===== src/rtl/uart_pkg.sv =====
// Shared definitions for the buffered UART transmitter.
//   uart_tx_state_t : serializer states
//   UART_DATA_BITS  : data bits per 8N1 frame
//   UART_FRAME_BITS : start + data + stop bits per frame
package uart_pkg;

  typedef enum logic [1:0] {
    IDLE,
    START,
    DATA,
    STOP
  } uart_tx_state_t;

  localparam int UART_DATA_BITS  = 8;
  localparam int UART_FRAME_BITS = 10;

endpackage


===== src/rtl/uart_sync_fifo.sv =====
// Single-clock FIFO with registered full/empty flags and show-ahead read.
//   sysclk, cpu_reset : clock, asynchronous active-high reset
//   push, push_data   : write request; ignored while full=1
//   pop               : remove head entry; ignored while empty=1
//   pop_data          : current head entry (valid whenever empty=0)
//   full, empty       : registered occupancy flags
module uart_sync_fifo #(
  parameter int WIDTH = 8,
  parameter int DEPTH = 16
) (
  input  logic             sysclk,
  input  logic             cpu_reset,
  input  logic             push,
  input  logic [WIDTH-1:0] push_data,
  input  logic             pop,
  output logic [WIDTH-1:0] pop_data,
  output logic             full,
  output logic             empty
);

  localparam int PTR_W = $clog2(DEPTH);
  localparam int CNT_W = PTR_W + 1;
  localparam logic [CNT_W-1:0] CNT_FULL = CNT_W'(DEPTH);

  logic [WIDTH-1:0] mem [DEPTH];
  logic [PTR_W-1:0] wr_ptr, rd_ptr;
  logic [CNT_W-1:0] count, count_n;
  logic             push_ok, pop_ok;

  // The flags are registered, so a push seen while full is lost even if a
  // pop happens in the same cycle.
  assign push_ok = push & ~full;
  assign pop_ok  = pop  & ~empty;

  // NOTE: every variable assigned in always_comb gets a default first, so no
  // path through the block can leave it unassigned and infer a latch.
  always_comb begin
    count_n = count;
    case ({push_ok, pop_ok})
      2'b10:   count_n = count + 1'b1;
      2'b01:   count_n = count - 1'b1;
      default: count_n = count;
    endcase
  end

  // NOTE: sequential state uses non-blocking assignments so every flop
  // samples the pre-edge values of the others, independent of statement order.
  always_ff @(posedge sysclk or posedge cpu_reset) begin
    if (cpu_reset) begin
      wr_ptr <= '0;
      rd_ptr <= '0;
      count  <= '0;
      full   <= 1'b0;
      empty  <= 1'b1;
    end else begin
      // DEPTH is a power of two, so pointers wrap by natural overflow.
      if (push_ok) wr_ptr <= wr_ptr + 1'b1;
      if (pop_ok)  rd_ptr <= rd_ptr + 1'b1;
      count <= count_n;
      full  <= (count_n == CNT_FULL);
      empty <= (count_n == '0);
    end
  end

  // NOTE: the storage array is deliberately not reset; an entry is only read
  // after it was written, and a reset-free array can map onto RAM.
  always_ff @(posedge sysclk) begin
    if (push_ok) mem[wr_ptr] <= push_data;
  end

  assign pop_data = mem[rd_ptr];

endmodule


===== src/rtl/uart_tx_buffered.sv =====
// Buffered 8N1 UART transmitter fed by the memory-access stage byte store.
//   sysclk, cpu_reset : clock, asynchronous active-high reset
//   wr_en, wr_data    : byte write; accepted only while full=0
//   full, empty       : FIFO occupancy flags (registered)
//   busy              : serializer is sending a frame
//   dropped_count     : writes rejected while full, saturating
//   uart_tx           : serial line, idles high, driven from a flop
module uart_tx_buffered
  import uart_pkg::*;
#(
  parameter int CLKS_PER_BIT = 868,
  parameter int FIFO_DEPTH   = 16,
  parameter int DROP_CNT_W   = 16
) (
  input  logic                  sysclk,
  input  logic                  cpu_reset,
  input  logic                  wr_en,
  input  logic [7:0]            wr_data,
  output logic                  full,
  output logic                  empty,
  output logic                  busy,
  output logic [DROP_CNT_W-1:0] dropped_count,
  output logic                  uart_tx
);

  localparam int BAUD_W = $clog2(CLKS_PER_BIT);
  localparam int BIT_W  = $clog2(UART_DATA_BITS);
  localparam logic [BAUD_W-1:0] BAUD_LAST = BAUD_W'(CLKS_PER_BIT - 1);
  localparam logic [BIT_W-1:0]  BIT_LAST  = BIT_W'(UART_DATA_BITS - 1);

  uart_tx_state_t            state, state_n;
  logic [BAUD_W-1:0]         baud_cnt, baud_cnt_n;
  logic [BIT_W-1:0]          bit_idx, bit_idx_n;
  logic [UART_DATA_BITS-1:0] shreg, shreg_n;
  logic                      uart_tx_n;
  logic                      pop;
  logic [7:0]                head;
  logic                      bit_end;

  uart_sync_fifo #(
    .WIDTH (8),
    .DEPTH (FIFO_DEPTH)
  ) u_fifo (
    .sysclk    (sysclk),
    .cpu_reset (cpu_reset),
    .push      (wr_en),
    .push_data (wr_data),
    .pop       (pop),
    .pop_data  (head),
    .full      (full),
    .empty     (empty)
  );

  assign bit_end = (baud_cnt == BAUD_LAST);
  assign busy    = (state != IDLE);

  always_comb begin
    state_n    = state;
    baud_cnt_n = baud_cnt + 1'b1;
    bit_idx_n  = bit_idx;
    shreg_n    = shreg;
    pop        = 1'b0;
    case (state)
      IDLE: begin
        baud_cnt_n = '0;
        if (!empty) begin
          pop     = 1'b1;
          shreg_n = head;
          state_n = START;
        end
      end
      START: begin
        if (bit_end) begin
          baud_cnt_n = '0;
          bit_idx_n  = '0;
          state_n    = DATA;
        end
      end
      DATA: begin
        if (bit_end) begin
          baud_cnt_n = '0;
          shreg_n    = {1'b0, shreg[UART_DATA_BITS-1:1]};
          if (bit_idx == BIT_LAST) begin
            bit_idx_n = '0;
            state_n   = STOP;
          end else begin
            bit_idx_n = bit_idx + 1'b1;
          end
        end
      end
      STOP: begin
        if (bit_end) begin
          baud_cnt_n = '0;
          // A queued byte starts its start bit right after this stop bit.
          if (!empty) begin
            pop     = 1'b1;
            shreg_n = head;
            state_n = START;
          end else begin
            state_n = IDLE;
          end
        end
      end
      default: state_n = IDLE;
    endcase

    // The line level is decoded from the next state so the flop presents
    // each bit in the same cycle the state machine enters it.
    case (state_n)
      START:   uart_tx_n = 1'b0;
      DATA:    uart_tx_n = shreg_n[0];
      default: uart_tx_n = 1'b1;
    endcase
  end

  always_ff @(posedge sysclk or posedge cpu_reset) begin
    if (cpu_reset) begin
      state    <= IDLE;
      baud_cnt <= '0;
      bit_idx  <= '0;
      shreg    <= '0;
      uart_tx  <= 1'b1;
    end else begin
      state    <= state_n;
      baud_cnt <= baud_cnt_n;
      bit_idx  <= bit_idx_n;
      shreg    <= shreg_n;
      uart_tx  <= uart_tx_n;
    end
  end

  always_ff @(posedge sysclk or posedge cpu_reset) begin
    if (cpu_reset) begin
      dropped_count <= '0;
    end else if (wr_en && full && (dropped_count != '1)) begin
      dropped_count <= dropped_count + 1'b1;
    end
  end

endmodule


===== config.mk =====
export PLATFORM = sky130hd
export DESIGN_NAME = uart_tx_buffered
export DESIGN_NICKNAME = d
export VERILOG_FILES = /design/src/rtl/uart_pkg.sv /design/src/rtl/uart_sync_fifo.sv /design/src/rtl/uart_tx_buffered.sv
export SDC_FILE = /design/constraint.sdc
export NUM_CORES = 1
export LEC_CHECK = 0
export ABC_AREA = 1
export BUFFER_PORTS_ARGS = -buffer_cell sky130_fd_sc_hd__buf_4
export CAP_MARGIN = 40
export CORE_ASPECT_RATIO = 0.6
export CORE_MARGIN = 4
export CORE_UTILIZATION = 40
export CTS_CLUSTER_SIZE = 8
export DETAILED_ROUTE_END_ITERATION = 16
export PLACE_DENSITY_LB_ADDON = 0.2
export SKIP_CTS_REPAIR_TIMING = 1
export SYNTH_ARGS = -nofsm -noshare
export SYNTH_HDL_FRONTEND = slang
export SYNTH_SLANG_ARGS = --single-unit

===== constraint.sdc =====
create_clock -name sysclk -period 3.5 [get_ports sysclk]
set_input_delay 0.35 -clock sysclk [delete_from_list [all_inputs] [get_ports sysclk]]
set_output_delay 0.35 -clock sysclk [all_outputs]
set_load 0.02 [all_outputs]

==> results of run 1 <==
## kinds of logic (layout without fill, tap and decap cells)
kind of cell             Yosys count  in the layout  share of synthesized area [%]
multiplexers                       1              1                          0.119
adder cells (fa/ha/maj)           19             19                           2.93
flip-flops                       183            183                           62.3
AND/OR/NAND/NOR                  403            403                           21.0
XOR/XNOR                          24             24                           2.51
AO/OA/AOI/OAI                     88             88                           6.02
buffers and inverters            104            149                           5.06
## stage by stage
| step | hold WS, ns | worst slack [ns] | util, % | power, mW | cell area, um^2 |
|---|---|---|---|---|---|
| finish | 0.259 | 0.360 | 46.6 | 7.45 | 9450 |
| global route | 0.259 | 0.0188 | 46.6 | 7.97 | 9450 |
| CTS | -0.0669 | 0.361 | 46.6 | 7.49 | 9440 |
| detailed placement | 0.400 | 0.372 | 44.0 | 5.73 | 8910 |
| global placement | 0.481 | 0.499 | 43.7 | 5.68 | 8860 |
| floorplan | 0.449 | 0.588 | - | 4.87 | 8380 |
## critical path, cell delays in order, from the launching register on
cell and delay, ns:
dfrtp_1 0.43, inv_1 0.14, ha_1 0.33, inv_1 0.19
nand2_1 0.20, nand3_4 0.13, nor2_8 0.16, ha_1 0.33
ha_1 0.32, a21oi_1 0.15, o21bai_1 0.10, a21oi_1 0.12
o21ai_0 0.16, xnor2_1 0.18, nor2_1 0.14
## final timing paths
kind	depth (start not counted)	to	from
hold / removal	1	u_fifo.mem[13][7]$_DFFE_PP_	wr_data[7]
min in group asynchronous	3	dropped_count[13]$_DFFE_PP0P_	cpu_reset
setup reg to reg	14	u_fifo.empty$_DFF_PP1_	state[1]$_DFF_PP0_
setup / recovery	14	u_fifo.empty$_DFF_PP1_	state[1]$_DFF_PP0_
hold reg to reg	1	baud_cnt[0]$_DFF_PP0_	baud_cnt[0]$_DFF_PP0_
max in group asynchronous	4	shreg[3]$_DFFE_PP0P_	cpu_reset
## report_power, final
group,leakage (nW),internal [mW],switching (mW)
Clock,0.250,0.914,0.853
Combinational,1.80,0.883,1.89
Sequential,1.85,2.68,0.226
Total,3.89,4.48,2.97
## layer usage
metal | GRT usage (%) | routed length, um
met1 | 28.5 | 10600
met2 | 21.7 | 7540
met3 | 3.00 | 933
met4 | 4.88 | 241
met5 | 0 | 0
## sequential cells by signal, summed over array words and instances (netlist names), 2 cells and up
name / cells
baud_cnt: 10
bit_idx: 3
dropped_count: 16
shreg: 8
state: 2
u_fifo.count: 5
u_fifo.mem: 128
u_fifo.rd_ptr: 4
u_fifo.wr_ptr: 4
## cell usage after synthesis, types with 12 or more instances
cell type	instances	area, um^2
buf_2	12	60.1
dfrtp_1	53	1330
edfxtp_1	128	3840
inv_1	72	270
nand2_1	180	676
nor2_1	117	439
o21ai_0	43	215
xor2_1	19	166
o211ai_1	14	105
a21oi_1	12	60.1
ha_1	18	225
nand3_1	64	320
## area by class of cell
cell class | count | area share [%]
multi-input cells | 535 | 28.9
repair buffers | 40 | 3.55
inverters | 77 | 3.06
clock buffers | 18 | 4.54
flip-flops and latches | 183 | 55.3
well taps | 273 | 3.61
clock inverters | 14 | 1.07
==> impl_metrics.yaml, run 1 <==
synth:
  syn_inst: 822
  synth-seq-cells: 183
  synth_cell_types: 47
  ys_async_sr_fraction_pct: 30.1
  synth_area_um2: 8380
  ys.flop_type: "edfxtp_1"
  seq_area_frac_synth_pct: 62.3
  syn-num-nets: 852
  synth_warnings: 0
  synth_edf_count: 128
  syn_avg_cell_area_um2: 10.2
floorplan:
  die-area_um2: 23400
  die_w_um: 195
  initial_core_util_pct: 41.3
  fp.dieH_um: 120
  coreArea_um2: 20300
  ios: 31
  rows: 40
layout:
  syn_to_final_growth_pct: 12.8
  fill_cells: 1917
  layout-drive-gt1-share_pct: 10.5
  regArea_um2: 5220
  final_cells: 1140
  layout_common_cells: "180 x nand2_1, 128 x edfxtp_1, 117 x nor2_1"
  final_common_cell: "nand2_1"
  multi_input_area_um2: 2730
  nNetsFinal: 884
  diodes: 0
detailed_routing:
  drtIter0Drc: 556
  drtPass1Iterations: 5
  vias: 5679
  routedWlPerCell_um: 17.0
  wl_mm: 19.3
  drtAntennaViolNets: 0
  viasPerCell: 4.98
  drc: 0
power:
  power.density_nw_per_um2: 788
  peakVddDrop_mv: 0.354
  p_leak_nw: 3.89
timing:
  hold_viol: 0
  worstMarginPinSlew_ns: 0.883
  fin_worst_skew_ns: 0.00910
  rsz0062_at_grt: "no"
  slew_viol_final: 0
  finalWorstPathRequiredPeriod_ns: 3.14
  relSlewSlack_pct: 40.9
  max_freq_mhz: 318
  tns_ns: 0
  period_share_pct: 89.7
  setup_viol: 0
grt:
  grt_max_degree: 80
  grt_pass1_wl_mm: 30.5
  grt.overflow.total: 0
  grtUsageTotal_pct: 17.0
  grt_pass1_vias: 5181
  antenna_found_initial: 0
run_status:
  outcome: "finished clean"
worst_setup_path:
  crit_type: "reg -> reg"
  endpoint_kind: "flip-flop"
  cp_max_fo: 7
  arrival_ns: 3.50
  critPathRequiredTime_ns: 3.86
  r2r_setup_slack_ns: 0.36
  startpoint_type: "flip-flop"
clock_network:
  cts_tree: "built"
  clockBufferDepth: 2
  clockRootBuffer: "clkbuf_16"
  cts_sinks: 183
  path_clk_slew_ns: 0.07
  htree_levels: 4
  cts_made_buffers: 17
  clock_latency_ns: 0.43
worst_hold_path:
  min_path_type: "in -> reg"
place:
  port_buffers: 30
  gp_congestion: 0.841
  dp.cells: 1107
  hpwlAfterDp_mm: 12.8
job:
  cap_violations: 0
Power figures use the tool's default switching activity.
==> inputs of run 2 (changes only) <==
CORE_UTILIZATION = 38   (was 40)
==> impl_metrics.yaml, run 2 (synthesized netlist as in run 1, its figures left out) <==
timing:
  max_freq_mhz: 322
  setup_viol: 0
  slew_viol_final: 0
  tns_ns: 0
  relSlewSlack_pct: 41.6
  period_share_pct: 88.8
  finalWorstPathRequiredPeriod_ns: 3.11
  fin_worst_skew_ns: 0.00757
  rsz0062_at_grt: "no"
  hold_viol: 0
  worstMarginPinSlew_ns: 0.873
worst_setup_path:
  cp_max_fo: 7
  critPathRequiredTime_ns: 3.82
  endpoint_kind: "flip-flop"
  cp-startpoint: "state[1]$_DFF_PP0_"
  r2r_start: "state[1]$_DFF_PP0_"
  crit_type: "reg -> reg"
  arrival_ns: 3.43
  startpoint_type: "flip-flop"
layout:
  diodes: 0
  largest_reg_flops: 128
  layout-drive-gt1-share_pct: 11.1
  largest_register: "u_fifo.mem"
  regArea_um2: 5220
  design_area_um2: 9560
  layout_common_cells: "180 x nand2_1, 128 x edfxtp_1, 117 x nor2_1"
  fill_cells: 2033
  top_regs: "u_fifo.mem x128, dropped_count x16, baud_cnt x10"
  multi_input_area_um2: 2730
  nNetsFinal: 888
  final_common_cell: "nand2_1"
  syn_to_final_growth_pct: 14.1
run_status:
  outcome: "finished clean"
detailed_routing:
  drtAntennaViolNets: 0
  wl_mm: 19.9
  drtPass1Iterations: 5
  routedWlPerCell_um: 17.3
  drc: 0
  viasPerCell: 4.94
  drtIter0Drc: 518
  vias: 5676
power:
  peakVddDrop_mv: 0.366
  power.density_nw_per_um2: 809
  p_leak_nw: 3.95
clock_network:
  cts_made_buffers: 17
  htree_levels: 4
  clockRootBuffer: "clkbuf_16"
  cts_sinks: 183
  clock_latency_ns: 0.43
  clockBufferDepth: 2
  cts_tree: "built"
  path_clk_slew_ns: 0.07
floorplan:
  coreArea_um2: 21300
  fp.dieH_um: 123
  initial_core_util_pct: 39.3
  rows: 41
  die-area_um2: 24600
  die_w_um: 200
  ios: 31
place:
  port_buffers: 30
  place_area_um2: 8960
  hpwlAfterDp_mm: 13.2
  gp_congestion: 0.852
grt:
  grt_pass1_vias: 5264
  grtUsageTotal_pct: 16.8
  grt.overflow.total: 0
  grt_max_degree: 62
  antenna_found_initial: 0
  grt_pass1_wl_mm: 31.0
job:
  cap_violations: 0
worst_hold_path:
  min_path_type: "in -> async"
run 2: cell types whose count changed in the layout (fill, tap and decap cells not counted), sizes merged:
cell,change
dlygate4sd3,-1
buf,+5
clkinvlp,-1
inv,-5
clkinv,+2
bufinv,+3
clkbuf,+1
run 2: report_power, final:
| group | internal [mW] | switching, mW | total [mW] |
|---|---|---|---|
| logic | 0.934 | 1.91 | 2.84 |
| registers | 2.68 | 0.264 | 2.95 |
| clock network | 1.12 | 0.831 | 1.95 |
run 2: worst paths after layout:
| kind | to | slack [ns] | cells after the start |
|---|---|---|---|
| max | u_fifo.full$_DFF_PP0_ | 0.39 | 16 |
| min | dropped_count[9]$_DFFE_PP0P_ | 0.01 | 2 |
| max reg2reg | u_fifo.full$_DFF_PP0_ | 0.39 | 16 |
| min reg2reg | baud_cnt[0]$_DFF_PP0_ | 0.48 | 1 |
| max in group asynchronous | bit_idx[0]$_DFFE_PP0P_ | 2.70 | 3 |
| min in group sysclk | u_fifo.mem[1][6]$_DFFE_PP_ | 0.26 | 1 |
run 2: metrics by stage:
step | cells | worst slack [ns] | hold WS, ns | total power [mW] | util [%]
floorplan | 822 | 0.588 | 0.449 | 4.87 | -
global placement | 1112 | 0.489 | 0.477 | 5.74 | 41.7
detailed placement | 1117 | 0.320 | 0.481 | 5.81 | 42.0
CTS | 1149 | 0.305 | 0.0441 | 7.77 | 44.8
global route | 1150 | 0.0921 | 0.0706 | 8.25 | 44.8
finish | 1150 | 0.392 | 0.0123 | 7.74 | 44.8
run 2: critical path: stages (launching register included):
cell	delay (ns)
dfrtp_1	0.44
inv_1	0.14
ha_2	0.27
inv_1	0.14
nand2_1	0.21
nand3_4	0.13
nor2_8	0.15
ha_1	0.33
ha_1	0.29
nand2_1	0.06
inv_1	0.04
o21ai_0	0.21
nand3_1	0.13
a31oi_1	0.27
nor2_1	0.07
nand2_1	0.08
nor2_1	0.04
run 2: per-layer routing:
layer	part of all wire (%)	vias to the layer above	global-route usage [%]
li1	-	2820	-
met1	55	2735	27.7
met2	38	111	21.3
met3	6.6	10	4.77
met4	0.84	0	3.99
met5	0	-	0
run 2: area by class of cell:
cell class,instances,share of cell area [%]
sequential,183,54.6
clock buffer,19,4.53
timing repair buffer,44,3.93
tap,279,3.65
clock inverter,13,1.64
inverter,77,3.02
multi-input combinational,535,28.6
==> inputs of run 3 (changes only) <==
CORE_MARGIN = 2   (was 4)
==> impl_metrics.yaml, run 3 (synthesized netlist as in run 1, its figures left out) <==
detailed_routing:
  wl_mm: 20.0
  drtIter0Drc: 566
  drc: 0
  viasPerCell: 4.93
  drtPass1Iterations: 5
  vias: 5687
  routedWlPerCell_um: 17.3
  drtAntennaViolNets: 0
clock_network:
  cts_made_buffers: 17
  cts_tree: "built"
  clock_latency_ns: 0.44
  htree_levels: 4
  clockRootBuffer: "clkbuf_16"
  clockBufferDepth: 2
  path_clk_slew_ns: 0.07
  cts_sinks: 183
place:
  pre_cts_ws_ns: 0.328
  hpwlAfterDp_mm: 13.1
  dp.cells: 1121
  gp_congestion: 0.875
  port_buffers: 30
power:
  power.density_nw_per_um2: 820
  p_leak_nw: 3.95
  finalPower_mw: 7.85
  peakVddDrop_mv: 0.441
timing:
  setup_slack_ns: 0.325
  slew_viol_final: 0
  finalWorstPathRequiredPeriod_ns: 3.17
  relSlewSlack_pct: 40.7
  hold_viol: 0
  max_freq_mhz: 315
  period_share_pct: 90.7
  tns_ns: 0
  fin_worst_skew_ns: 0.00827
  rsz0062_at_grt: "no"
  setup_viol: 0
  worstMarginPinSlew_ns: 0.886
worst_setup_path:
  r2r_setup_slack_ns: 0.33
  startpoint_type: "flip-flop"
  arrival_ns: 3.50
  endpoint_kind: "flip-flop"
  critPathRequiredTime_ns: 3.83
  crit_type: "reg -> reg"
  cp_max_fo: 7
floorplan:
  die_w_um: 196
  ios: 31
  rows: 42
  die-area_um2: 23300
  fp.dieH_um: 119
  initial_core_util_pct: 38.3
  coreArea_um2: 21900
grt:
  grt.overflow.total: 0
  grt_pass1_wl_mm: 31.8
  grt_max_degree: 80
  antenna_found_initial: 0
  grt_pass1_vias: 5334
  grtUsageTotal_pct: 18.3
layout:
  nNetsFinal: 885
  layout-drive-gt1-share_pct: 10.3
  syn_to_final_growth_pct: 14.3
  fin_util_pct: 43.8
  fill_cells: 2062
  diodes: 0
  final_cells: 1154
  layout_common_cells: "180 x nand2_1, 128 x edfxtp_1, 117 x nor2_1"
  largest_register: "u_fifo.mem"
  top_regs: "u_fifo.mem x128, dropped_count x16, baud_cnt x10"
  largest_reg_flops: 128
  final_common_cell: "nand2_1"
run_status:
  outcome: "finished clean"
job:
  cap_violations: 0
worst_hold_path:
  min_path_type: "in -> reg"
## run 3: cell count changes in the layout (fill, tap and decap cells not counted), moves of 2 or more
cell and delta:
buf_4 -3, bufinv_16 +3, clkinv_4 -3, clkinvlp_4 -3, clkinv_1 +2
## run 3: per-layer routing
metal	vias up	global-route usage [%]	part of all wire [%]
met5	-	0	0
met4	0	4.64	1.2
met2	145	22.9	38
met3	21	4.16	5.8
met1	2696	30.6	55
li1	2825	-	-
## run 3: worst paths after layout
check	end	cells after the start	from
min in group asynchronous	dropped_count[11]$_DFFE_PP0P_	3	cpu_reset
hold reg to reg	baud_cnt[0]$_DFF_PP0_	1	baud_cnt[0]$_DFF_PP0_
setup reg to reg	u_fifo.full$_DFF_PP0_	16	state[1]$_DFF_PP0_
setup / recovery	u_fifo.full$_DFF_PP0_	16	state[1]$_DFF_PP0_
hold / removal	u_fifo.mem[13][6]$_DFFE_PP_	1	wr_data[6]
max in group asynchronous	bit_idx[2]$_DFFE_PP0P_	5	cpu_reset
## run 3: metrics by stage
step           area [um^2]  hold slack (ns)
2_1_floorplan         8380            0.449
3_3_place_gp          8880            0.476
3_5_place_dp          8930            0.311
4_1_cts               9570           -0.164
5_1_grt               9580            0.265
6_report              9580            0.264
## run 3: critical path: stages, from the launching register on
cell and delay, ns:
dfrtp_1 0.44, inv_1 0.15, ha_1 0.34, inv_1 0.18, nand2_1 0.22, nand3_4 0.13
nor2_8 0.15, ha_1 0.32, ha_1 0.29, nand2_1 0.06, inv_1 0.03, o21ai_0 0.22
nand3_1 0.11, a31oi_1 0.23, nor2_1 0.06, nand2_1 0.08, nor2_1 0.04
## run 3: layout make-up
| class | count | area (um^2) | share of cell area [%] |
|---|---|---|---|
| clock inverters | 12 | 205 | 2.14 |
| multi-input cells | 535 | 2730 | 28.5 |
| clock buffers | 20 | 437 | 4.56 |
| flip-flops and latches | 183 | 5220 | 54.5 |
| inverters | 77 | 289 | 3.02 |
| well taps | 286 | 358 | 3.74 |
| repair buffers | 41 | 335 | 3.50 |
## run 3: where the power goes
| group | internal [mW] | switching (mW) |
|---|---|---|
| Clock | 1.33 | 0.798 |
| Combinational | 0.888 | 1.92 |
| Sequential | 2.68 | 0.230 |
